<file path="config.mk">
export PLATFORM = sky130hd
export DESIGN_NAME = demux_fill_ctrl
export DESIGN_NICKNAME = d
export VERILOG_FILES = /design/src/rtl/demux_fill_ctrl.sv
export SDC_FILE = /design/constraint.sdc
export NUM_CORES = 1
export LEC_CHECK = 0
export ABC_AREA = 1
export CORE_ASPECT_RATIO = 0.6
export CORE_MARGIN = 3
export CORE_UTILIZATION = 44
export DETAILED_ROUTE_END_ITERATION = 10
export PLACE_DENSITY = 0.72
export SLEW_MARGIN = 20
export SYNTH_ARGS = -nofsm -noshare
export SYNTH_HDL_FRONTEND = slang
export SYNTH_SLANG_ARGS = --single-unit
</file>
<file path="constraint.sdc">
create_clock -name clk -period 2.35 [get_ports clk]
set_clock_uncertainty 0.05 [all_clocks]
set_input_delay 0.235 -clock clk [delete_from_list [all_inputs] [get_ports clk]]
set_output_delay 0.235 -clock clk [all_outputs]
set_load 0.01 [all_outputs]
</file>
<file path="src/rtl/demux_fill_ctrl.sv">
// demux_fill_ctrl: round-robin sequencer for a 1-to-4 word demultiplexer.
// Serial words are captured into four lane registers. The completed vector
// is then offered downstream through a valid/ready handshake, and the
// number of delivered vectors is counted.
module demux_fill_ctrl #(
  parameter int DATA_W = 16,
  parameter int CNT_W  = 8
) (
  input  logic              clk,
  input  logic              rst_n,
  input  logic              flush,
  input  logic [DATA_W-1:0] in_data,
  input  logic              in_valid,
  output logic              in_ready,
  output logic [1:0]        sel,
  output logic [3:0]        lane_we,
  output logic [DATA_W-1:0] lane_0,
  output logic [DATA_W-1:0] lane_1,
  output logic [DATA_W-1:0] lane_2,
  output logic [DATA_W-1:0] lane_3,
  output logic              vec_valid,
  input  logic              vec_ready,
  output logic [CNT_W-1:0]  vec_cnt
);

  typedef enum logic {
    FILL = 1'b0,
    FULL = 1'b1
  } state_t;

  state_t            state_q;
  logic [1:0]        sel_q;
  logic [3:0]        lane_we_q;
  logic [DATA_W-1:0] lane0_q;
  logic [DATA_W-1:0] lane1_q;
  logic [DATA_W-1:0] lane2_q;
  logic [DATA_W-1:0] lane3_q;
  logic [CNT_W-1:0]  cnt_q;

  logic in_ready_s;
  logic accept_s;
  logic take_s;

  // Handshake decode: in_ready depends only on state, flush and vec_ready.
  // A held vector frees its slot only when it is taken, so the word for
  // lane 0 can be accepted in that same cycle.
  always_comb begin
    in_ready_s = 1'b0;
    if (flush) begin
      in_ready_s = 1'b0;
    end else if (state_q == FILL) begin
      in_ready_s = 1'b1;
    end else begin
      in_ready_s = vec_ready;
    end
    accept_s = in_valid & in_ready_s;
    take_s   = (state_q == FULL) & vec_ready;
  end

  // Fill/hold state machine with lane capture, write strobes and counter.
  always_ff @(posedge clk or negedge rst_n) begin
    if (!rst_n) begin
      state_q   <= FILL;
      sel_q     <= 2'd0;
      lane_we_q <= 4'b0000;
      lane0_q   <= '0;
      lane1_q   <= '0;
      lane2_q   <= '0;
      lane3_q   <= '0;
      cnt_q     <= '0;
    end else if (flush) begin
      state_q   <= FILL;
      sel_q     <= 2'd0;
      lane_we_q <= 4'b0000;
      lane0_q   <= '0;
      lane1_q   <= '0;
      lane2_q   <= '0;
      lane3_q   <= '0;
    end else begin
      case (state_q)
        FILL: begin
          lane_we_q <= 4'b0000;
          if (accept_s) begin
            case (sel_q)
              2'd0:    lane0_q <= in_data;
              2'd1:    lane1_q <= in_data;
              2'd2:    lane2_q <= in_data;
              2'd3:    lane3_q <= in_data;
              default: lane0_q <= lane0_q;
            endcase
            lane_we_q <= 4'b0001 << sel_q;
            if (sel_q == 2'd3) begin
              sel_q   <= 2'd0;
              state_q <= FULL;
            end else begin
              sel_q <= sel_q + 2'd1;
            end
          end
        end
        FULL: begin
          lane_we_q <= 4'b0000;
          if (take_s) begin
            cnt_q   <= cnt_q + {{(CNT_W-1){1'b0}}, 1'b1};
            state_q <= FILL;
            if (accept_s) begin
              lane0_q   <= in_data;
              lane_we_q <= 4'b0001;
              sel_q     <= 2'd1;
            end
          end
        end
        default: begin
          state_q   <= FILL;
          sel_q     <= 2'd0;
          lane_we_q <= 4'b0000;
        end
      endcase
    end
  end

  assign in_ready  = in_ready_s;
  assign sel       = sel_q;
  assign lane_we   = lane_we_q;
  assign lane_0    = lane0_q;
  assign lane_1    = lane1_q;
  assign lane_2    = lane2_q;
  assign lane_3    = lane3_q;
  assign vec_valid = (state_q == FULL);
  assign vec_cnt   = cnt_q;

endmodule

</file>
==> Yosys cells after proc, flatten, opt, wreduce, memory -nomap -nowiden <==
Index checks and enable logic that the tools add are counted.
{ "totals": {"elab_cells": 70, "in_bits": 21, "regBits": 79} }
{ "op_classes": {"bitwise_logic": 4, "add_sub_neg": 2, "n_shift": 1, "reduce_logical": 11, "mux": 36, "n_eq_ne": 8} }
{ "ops": {"columns": ["operator", "n"], "rows": [
  ["16-bit 2-to-1 mux", 17],
  ["16-bit case mux with 2 select lines", 1],
  ["3-bit AND reduction", 5],
  ["2-bit 2-to-1 mux", 5],
  ["3-bit by 2-bit inequality test with 1-bit output (second input constant)", 3],
  ["8-bit by 1-bit adder with 8-bit output (second input constant)", 1],
  ["1-bit 2-to-1 mux", 8],
  ["4-bit 2-to-1 mux", 2],
  ["4-bit case mux with 2 select lines", 1],
  ["2-bit nonzero test", 4],
  ["2-bit == test (second input constant)", 2],
  ["2-bit case mux with 2 select lines", 1],
  ["4-bit AND reduction", 1],
  ["1-bit by 2-bit left shift with 4-bit output (first input constant)", 1],
  ["3-bit inequality test (second input constant)", 1],
  ["2-bit by 1-bit adder with 2-bit output (second input constant)", 1],
  ["1-bit AND", 2],
  ["2-bit by 1-bit == test with 1-bit output (second input constant)", 1],
  ["2-bit logical NOT", 1],
  ["2-bit inequality test (second input constant)", 1],
  ["1-bit NOT", 2],
  ["1-bit case mux with 2 select lines", 1]
]} }

==> Longest topological paths before layout <==
Gate-level depths: netlist of run 1.
{ "depth": {"word_depth": 7, "ltp_mapped": 8, "mapped_depth_nobuf": 7} }

==> Least setup slack after synthesis of run 1 <==
No wires, ideal clock.
{ "synth_path": {"kind": "register -> register", "start": "register sel_q[0] (netlist: sel[0])", "end": "register lane0_q[6] (netlist: lane_0[6])", "t_arrival_ns": 1.210, "setup_time_ns": 0.117, "period_less_slack_ns": 1.376, "path_buffers": 1, "slack_ns": 0.974, "stages_incl_launch_ff": 8, "required_ns": 2.183, "cell_sequence": "dfrtp_1 -> inv_1 -> ha_1 -> nand2_1 -> nand2_2 -> buf_2 -> nand3_1 -> nand2_1"} }
{ "synth_between": {"elab_chain_cells": 3} }
{ "synth_lines": {"columns": ["element", "line", "rtl"], "rows": [
  ["from (decl)", "32", "logic [1:0] sel_q;"],
  ["from (signal assigned)", "96", "sel_q <= sel_q + 2'd1;"],
  ["2-bit logical NOT", "84", "case (sel_q)"],
  ["3-bit by 2-bit inequality test with 1-bit output (no source line)", null, null],
  ["4-bit AND reduction (no source line)", null, null],
  ["to (signal assigned)", "85", "2'd0: lane0_q <= in_data;"],
  ["to (signal assigned)", "89", "default: lane0_q <= lane0_q;"],
  ["to (signal assigned)", "106", "lane0_q <= in_data;"],
  ["to (decl)", "34", "logic [DATA_W-1:0] lane0_q;"]
]} }
No other way between the ends.
A chain may end at the register's enable or synchronous reset.

==> Worst setup path after layout of run 1 <==
{ "layout_path": {"start": "register state_q (netlist: vec_valid)", "end": "output in_ready"} }
{ "layout_between": {"elab_chain_cells": 2} }
{ "layout_lines": {"columns": ["element", "line", "rtl"], "rows": [
  ["from (decl)", "31", "state_t state_q;"],
  ["from (signal assigned)", "63", "state_q <= FILL;"],
  ["from (signal assigned)", "72", "state_q <= FILL;"],
  ["from (signal assigned)", "94", "state_q <= FULL;"],
  ["1-bit 2-to-1 mux", "51", "end else if (state_q == FILL) begin"],
  ["1-bit 2-to-1 mux", "49", "if (flush) begin"],
  ["to (decl)", "14", "output logic in_ready,"]
]} }
No other way between the ends.

==> run metrics, run 1 <==
net count reported at finish=474; critical-path maximum fanout=7; overflow left after global routing=0; clock tree root driver cell=clkbuf_16; die height=73.1 µm; post-detailed-route via-to-cell ratio=5.15; kind of start point of the critical path=flop; average cell area after synthesis=9.45 µm²; Placed Cells incl. Taps=536; Tightest Pin Transition=0.672 ns; Synth top cells by count=79 x dfrtp_1, 71 x nand3_1, 54 x nand2_1; clock tree from TritonCTS=built; number of synthesis warnings=0; number of flip-flops and latches in the synthesized netlist=79; Setup crit end kind=output pin; number of standard cells after synthesis=349; ant diodes=0; initial antenna violation count=0; die area=8610 µm²; worst hold path type=reg2reg; setup bufs post-CTS=0; category of the critical setup timing path=reg2out; cts bufs inserted=9; most frequently used flop master after synthesis=dfrtp_1; switching power summed over all nets=0.884 mW; number of H-tree levels=3; post-route minimum period=1.84 ns; Mapped Area=3300 µm²; initial drt markers=159; wire length of the first global-routing pass=14,800 µm; data arrival at the endpoint of the critical path=1.55 ns; share of layout cells above drive strength 1=7.95%; pins over their slew limit=0; sequential element share of the synthesized area=59.9%; total negative slack=0 ns; standard-cell row count=23; largest cells by area after synthesis=dfrtp_1 60%, nand3_1 11%, nand2_1 6.1%; Clk pwr share=41.0%; number of flops mapped to enable cells by yosys=0; Post-DP HPWL=6480 µm; placeable core area=6960 µm²; area growth from synthesis to final layout=42.8%; multi-input logic area=1110 µm²; leading cell type by number of instances after synthesis=dfrtp_1; sinks on the clock net=79; initial core utilization=47.4%; largest buffer count on any clock path=2; largest net degree at the start of global routing=53; Worst Setup Slack, final=0.511 ns; Achievable Freq=0.544 GHz; Worst slew margin=55.2%; Layout Utilization=67.7%; Sw Ratio=25.0%; FF/Latch Area=1980 µm²; data required time of the critical path=2.07 ns; Final Hold Viols=0; Place WS=0.493 ns; portion of total power attributed to combinational logic=15.6%; worst ir drop on vdd=575 µV; worst skew pair latency=0.33 ns; detailed-route wire length per cell=16.5 µm; share of synthesized flip-flops with an asynchronous set or reset=100%; sum of routed wire length over all layers=9120 µm; routability-driven placement congestion ratio=0.852; total DRC errors in the routed layout=0; number of nets in the synthesized netlist=375; post-route clock period utilization=78.2%; Yosys cell types=24; hold-critical path depth=2; cell count of the worst reg-to-reg path=7; # IOs=101; leakage=2.20 nW; max_cap viols=0; number of antenna-violating nets in the routed design=0; status=complete, no violations; detailed-route via count=2,849; sequential fraction of design power=43.4%; number of buffer cells added on primary ports=100; final non-filler cell total=553; GRT Overall Usage=22.3%; dominant cell type by area after synthesis=dfrtp_1; fill cell count=547; unrepaired setup endpoints after global routing=no; vias in the first global route=2,807; number of detailed-routing iterations run before antenna repair=4; Cell Int Power=2.65 mW; width of the die=118 µm; Power Density=751 nW/µm²; clock transition at the registers of the reported paths=0.05 ns; proportion of netlist area held by the largest area contributor=59.9%; setup violation total in the final timing report=0
[metrics by stage]
step	power [mW]	instance area [µm²]	hold WS [ns]
2_1_floorplan	1.78	3300	-0.111
3_3_place_gp	2.10	4390	0.261
3_5_place_dp	2.11	4390	0.265
4_1_cts	3.57	4710	0.429
5_1_grt	3.69	4710	0.456
6_report	3.54	4710	0.422
[power groups by stage]
stage / Combinational [mW] / Sequential, mW / Clock (mW)
2_1_floorplan: 0.189 / 1.59 / 0
3_3_place_gp: 0.543 / 1.55 / 0
3_5_place_dp: 0.556 / 1.55 / 0
4_1_cts: 0.559 / 1.53 / 1.47
5_1_grt: 0.610 / 1.54 / 1.54
6_report: 0.553 / 1.53 / 1.45
[area by class of cell]
| class | instances | share of cell area, % |
|---|---|---|
| clock buffers | 10 | 4.86 |
| clock inverters | 6 | 1.81 |
| inverters | 30 | 2.44 |
| multi-input cells | 220 | 23.5 |
| flip-flops and latches | 79 | 42.0 |
| well taps | 100 | 2.66 |
| repair buffers | 108 | 22.8 |
[sequential cells by signal, summed over array words and instances (netlist names)]
register and flops:
lane_2 16, lane_3 16, vec_valid 1, lane_0 16, lane_1 16, sel 2, lane_we 4, vec_cnt 8
[metal layers]
metal | up-vias | share of wire, % | track usage [%]
met1 | 1377 | 48 | 31.3
met3 | 9 | 9.4 | 9.68
li1 | 1353 | - | -
met2 | 110 | 41 | 31.8
met5 | - | 0 | 0
met4 | 0 | 1.1 | 6.23
[final timing paths]
path	start	end	slack (ns)
setup reg to reg	sel[0]$_DFFE_PN0P_	lane_0[8]$_DFFE_PN0P_	0.76
hold reg to reg	lane_0[14]$_DFFE_PN0P_	lane_0[14]$_DFFE_PN0P_	0.42
max in group asynchronous	rst_n	lane_we[1]$_DFF_PN0_	1.22
min in group asynchronous	rst_n	lane_0[0]$_DFFE_PN0P_	0.44
setup / recovery	vec_valid$_DFF_PN0_	in_ready	0.51
hold / removal	lane_0[14]$_DFFE_PN0P_	lane_0[14]$_DFFE_PN0P_	0.42
[worst max-delay path, stage by stage (launching register included)]
cell and delay, ns:
dfrtp_1 0.49, a21oi_1 0.19, clkdlybuf4s50_1 0.55
[cell families after synthesis]
logic type | Yosys count | synth area share (%)
buffers and inverters | 50 | 6.52
DFF | 79 | 59.9
xor gates and xnor gates | 3 | 0.797
AOI/OAI and AO/OA | 52 | 7.89
adders and majority gates | 5 | 1.90
and+or+nand+nor | 160 | 23.0
[placed cells by master (no fill, tap or decap)]
cell type and count:
nand2_4 2, clkinv_2 2, nor2_2 2, nor2_1 21
o21ai_1 12, nor2_4 1, dfrtp_1 79, buf_4 7
inv_2 1, nand3_2 5, a21oi_1 1, dlygate4sd3_1 1
nand4_1 3, buf_12 1, xor2_1 2, nand3_1 71
ha_1 5, clkdlybuf4s50_1 99, o21ai_0 39, clkbuf_1 1
bufinv_16 2, clkinvlp_4 2, nand2_2 1, inv_1 28
xnor2_1 1, nand2_1 54, clkbuf_16 9, inv_4 1
[repair_timing]
item                                   in CTS  in global routing
resized for setup                           0                  0
endpoints found under the hold margin      51                  0
hold buffers                                1                  0
(Power assumes the default switching activity.)
==> run 2, diff against run 1 <==
==> constraint.sdc (replaced) <==
create_clock -name clk -period 1.89 [get_ports clk]
set_clock_uncertainty 0.05 [all_clocks]
set_input_delay 0.189 -clock clk [delete_from_list [all_inputs] [get_ports clk]]
set_output_delay 0.189 -clock clk [all_outputs]
set_load 0.01 [all_outputs]
==> run 2 against run 1 <==
Via count grew 1.2%. Design area grew 0.72%. Non-clock buffer count is the same. Register-to-register slack lost 0.44 ns. Sequential power grew 25%. Core utilization grew 0.49 points. Sequential share of layout area shrank 0.30 points. Die area is the same. Clock power grew 34%. Critical path type unchanged. Highest routed layer unchanged.
==> run metrics, run 2 (synthesis results as in run 1) <==
status=complete, no violations; post-detailed-route via-to-cell ratio=5.22 (+1.4%); Clk pwr share=42.7% (+1.7 points); post-route minimum period=1.77 ns; data required time of the critical path=1.65 ns (-0.42 ns); commonest non-fill, non-tap cells in the layout=99 x clkdlybuf4s50_1, 79 x dfrtp_1, 71 x nand3_1, 54 x nand2_1, 39 x o21ai_0; Non-Filler Cell Area, Final=4750 µm² (+0.72%); max_cap viols=0 (unchanged); Sw Ratio=24.4% (-0.62 points); number of detailed-routing iterations run before antenna repair=5 (+1); Cell Int Power=3.44 mW (+30%); sequential fraction of design power=41.9% (-1.5 points); clock tree root driver cell=clkbuf_16; sum of routed wire length over all layers=9240 µm (+1.3%); total negative slack=0 ns (unchanged); initial drt markers=360 (+130%); hold_ws=0.315 ns (-0.107 ns); cts hold-fix bufs=1 (unchanged); GRT Overall Usage=22.6% (+0.25 points); data arrival at the endpoint of the critical path=1.54 ns (about the same); number of gates resized after cts=0 (unchanged); number of buffer cells added on primary ports=100 (unchanged); number of H-tree levels=3 (unchanged); pins over their slew limit=0 (unchanged); standard-cell row count=23 (unchanged); overflow left after global routing=0 (unchanged); Slowest cell on crit path=clkdlybuf4s50_1; routability-driven placement congestion ratio=0.807 (-5.3%); total chip power=4.55 mW (+29%); portion of total power attributed to combinational logic=15.4% (-0.2 points); die area=8610 µm² (unchanged); final non-filler cell total=552 (-0.18%); Tightest Pin Transition=0.465 ns (-0.207 ns); sinks on the clock net=79 (unchanged); setup bufs post-CTS=0 (unchanged); Layout Utilization=68.1% (+0.49 points); initial core utilization=47.4% (unchanged); cell family with most CP delay=buffers and inverters; Power Density=958 nW/µm² (+28%); crit-path cells=a21oi_1, clkdlybuf4s50_1; leakage=2.22 nW (+0.67%); largest stage delay on the critical path=0.55 ns (about the same); fill cell count=550 (+0.55%); kind of start point of the critical path=flop; die height=73.1 µm (unchanged); Worst Setup Slack, final=0.115 ns (-0.396 ns); Place WS=0.130 ns (-0.363 ns); detailed-route wire length per cell=16.7 µm (+1.5%); category of the critical setup timing path=reg2out; Final Hold Viols=0 (unchanged); count of buffering cells on the critical path with inverters included=1 (unchanged); placeable core area=6960 µm² (unchanged); cell count of the worst reg-to-reg path=7 (unchanged); ant diodes=0 (unchanged); Placed Cells incl. Taps=536 (unchanged); worst hold path type=in2async; worst skew pair latency=0.33 ns (about the same); share of layout cells above drive strength 1=7.74% (-0.20 points); Worst path depth=2 (unchanged); worst ir drop on vdd=442 µV (-23%); total DRC errors in the routed layout=0 (unchanged); vias in the first global route=2,823 (+0.57%); clock tree from TritonCTS=built; most common cell after layout, fill and taps aside=clkdlybuf4s50_1; switching power summed over all nets=1.11 mW (+25%); Worst slew margin=69.0% (+14 points); largest buffer count on any clock path=2 (unchanged); unrepaired setup endpoints after global routing=no; number of antenna-violating nets in the routed design=0 (unchanged); post-route clock period utilization=93.9%; critical-path maximum fanout=7 (unchanged); # IOs=101 (unchanged); wire length of the first global-routing pass=15,000 µm (+1.3%); setup violation total in the final timing report=0 (unchanged); clock transition at the registers of the reported paths=0.06 ns (about the same); width of the die=118 µm (unchanged); detailed-route via count=2,883 (+1.2%); largest net degree at the start of global routing=51 (-3.8%); cts bufs inserted=9 (unchanged); Achievable Freq=0.563 GHz; instance area after placement=4400 µm² (+0.29%); Post-DP HPWL=6510 µm (+0.46%); initial antenna violation count=0 (unchanged); net count reported at finish=474 (unchanged); area growth from synthesis to final layout=43.8%; Setup crit end kind=output pin
==> run 2: cell types whose count changed in the layout (fill, tap and decap cells not counted) <==
cell and change:
clkinv_2 -2, buf_12 +1, buf_4 -1, bufinv_16 +1
clkinvlp_4 -1, inv_6 +1
==> run 2: worst paths after layout <==
path                                             from                      to  slack (ns)
worst max register to register     sel[0]$_DFFE_PN0P_  lane_0[15]$_DFFE_PN0P_        0.32
min in group clk                lane_0[4]$_DFFE_PN0P_   lane_0[4]$_DFFE_PN0P_        0.43
max in group asynchronous                       rst_n   lane_2[6]$_DFFE_PN0P_        0.89
worst min-delay path                            rst_n   lane_2[5]$_DFFE_PN0P_        0.32
worst min register to register  lane_0[4]$_DFFE_PN0P_   lane_0[4]$_DFFE_PN0P_        0.43
worst max-delay path              vec_valid$_DFF_PN0_                in_ready        0.12
==> run 2: per-layer routing <==
metal  track usage [%]  up-vias  part of all wire [%]
met5                 0        -                     0
met3              9.53        8                   9.7
li1                  -     1349                     -
met4              5.97        0                  0.98
met2              31.4      131                    42
met1              32.6     1395                    47
==> run 2: power groups by stage <==
stage / logic (mW) / registers [mW] / clock network [mW]
detailed placement: 0.697 / 1.93 / 0
finish: 0.699 / 1.91 / 1.94
global placement: 0.677 / 1.93 / 0
CTS: 0.704 / 1.90 / 1.97
global route: 0.764 / 1.92 / 2.06
floorplan: 0.235 / 1.97 / 0
==> run 2: cell type report <==
type                       count  area [µm²]  area share, %
clock inverter                 5         106           2.24
sequential                    79        1980           41.7
inverter                      30         115           2.43
tap                          100         125           2.64
timing repair buffer         108        1090           22.9
clock buffer                  10         229           4.82
multi-input combinational    220        1110           23.3
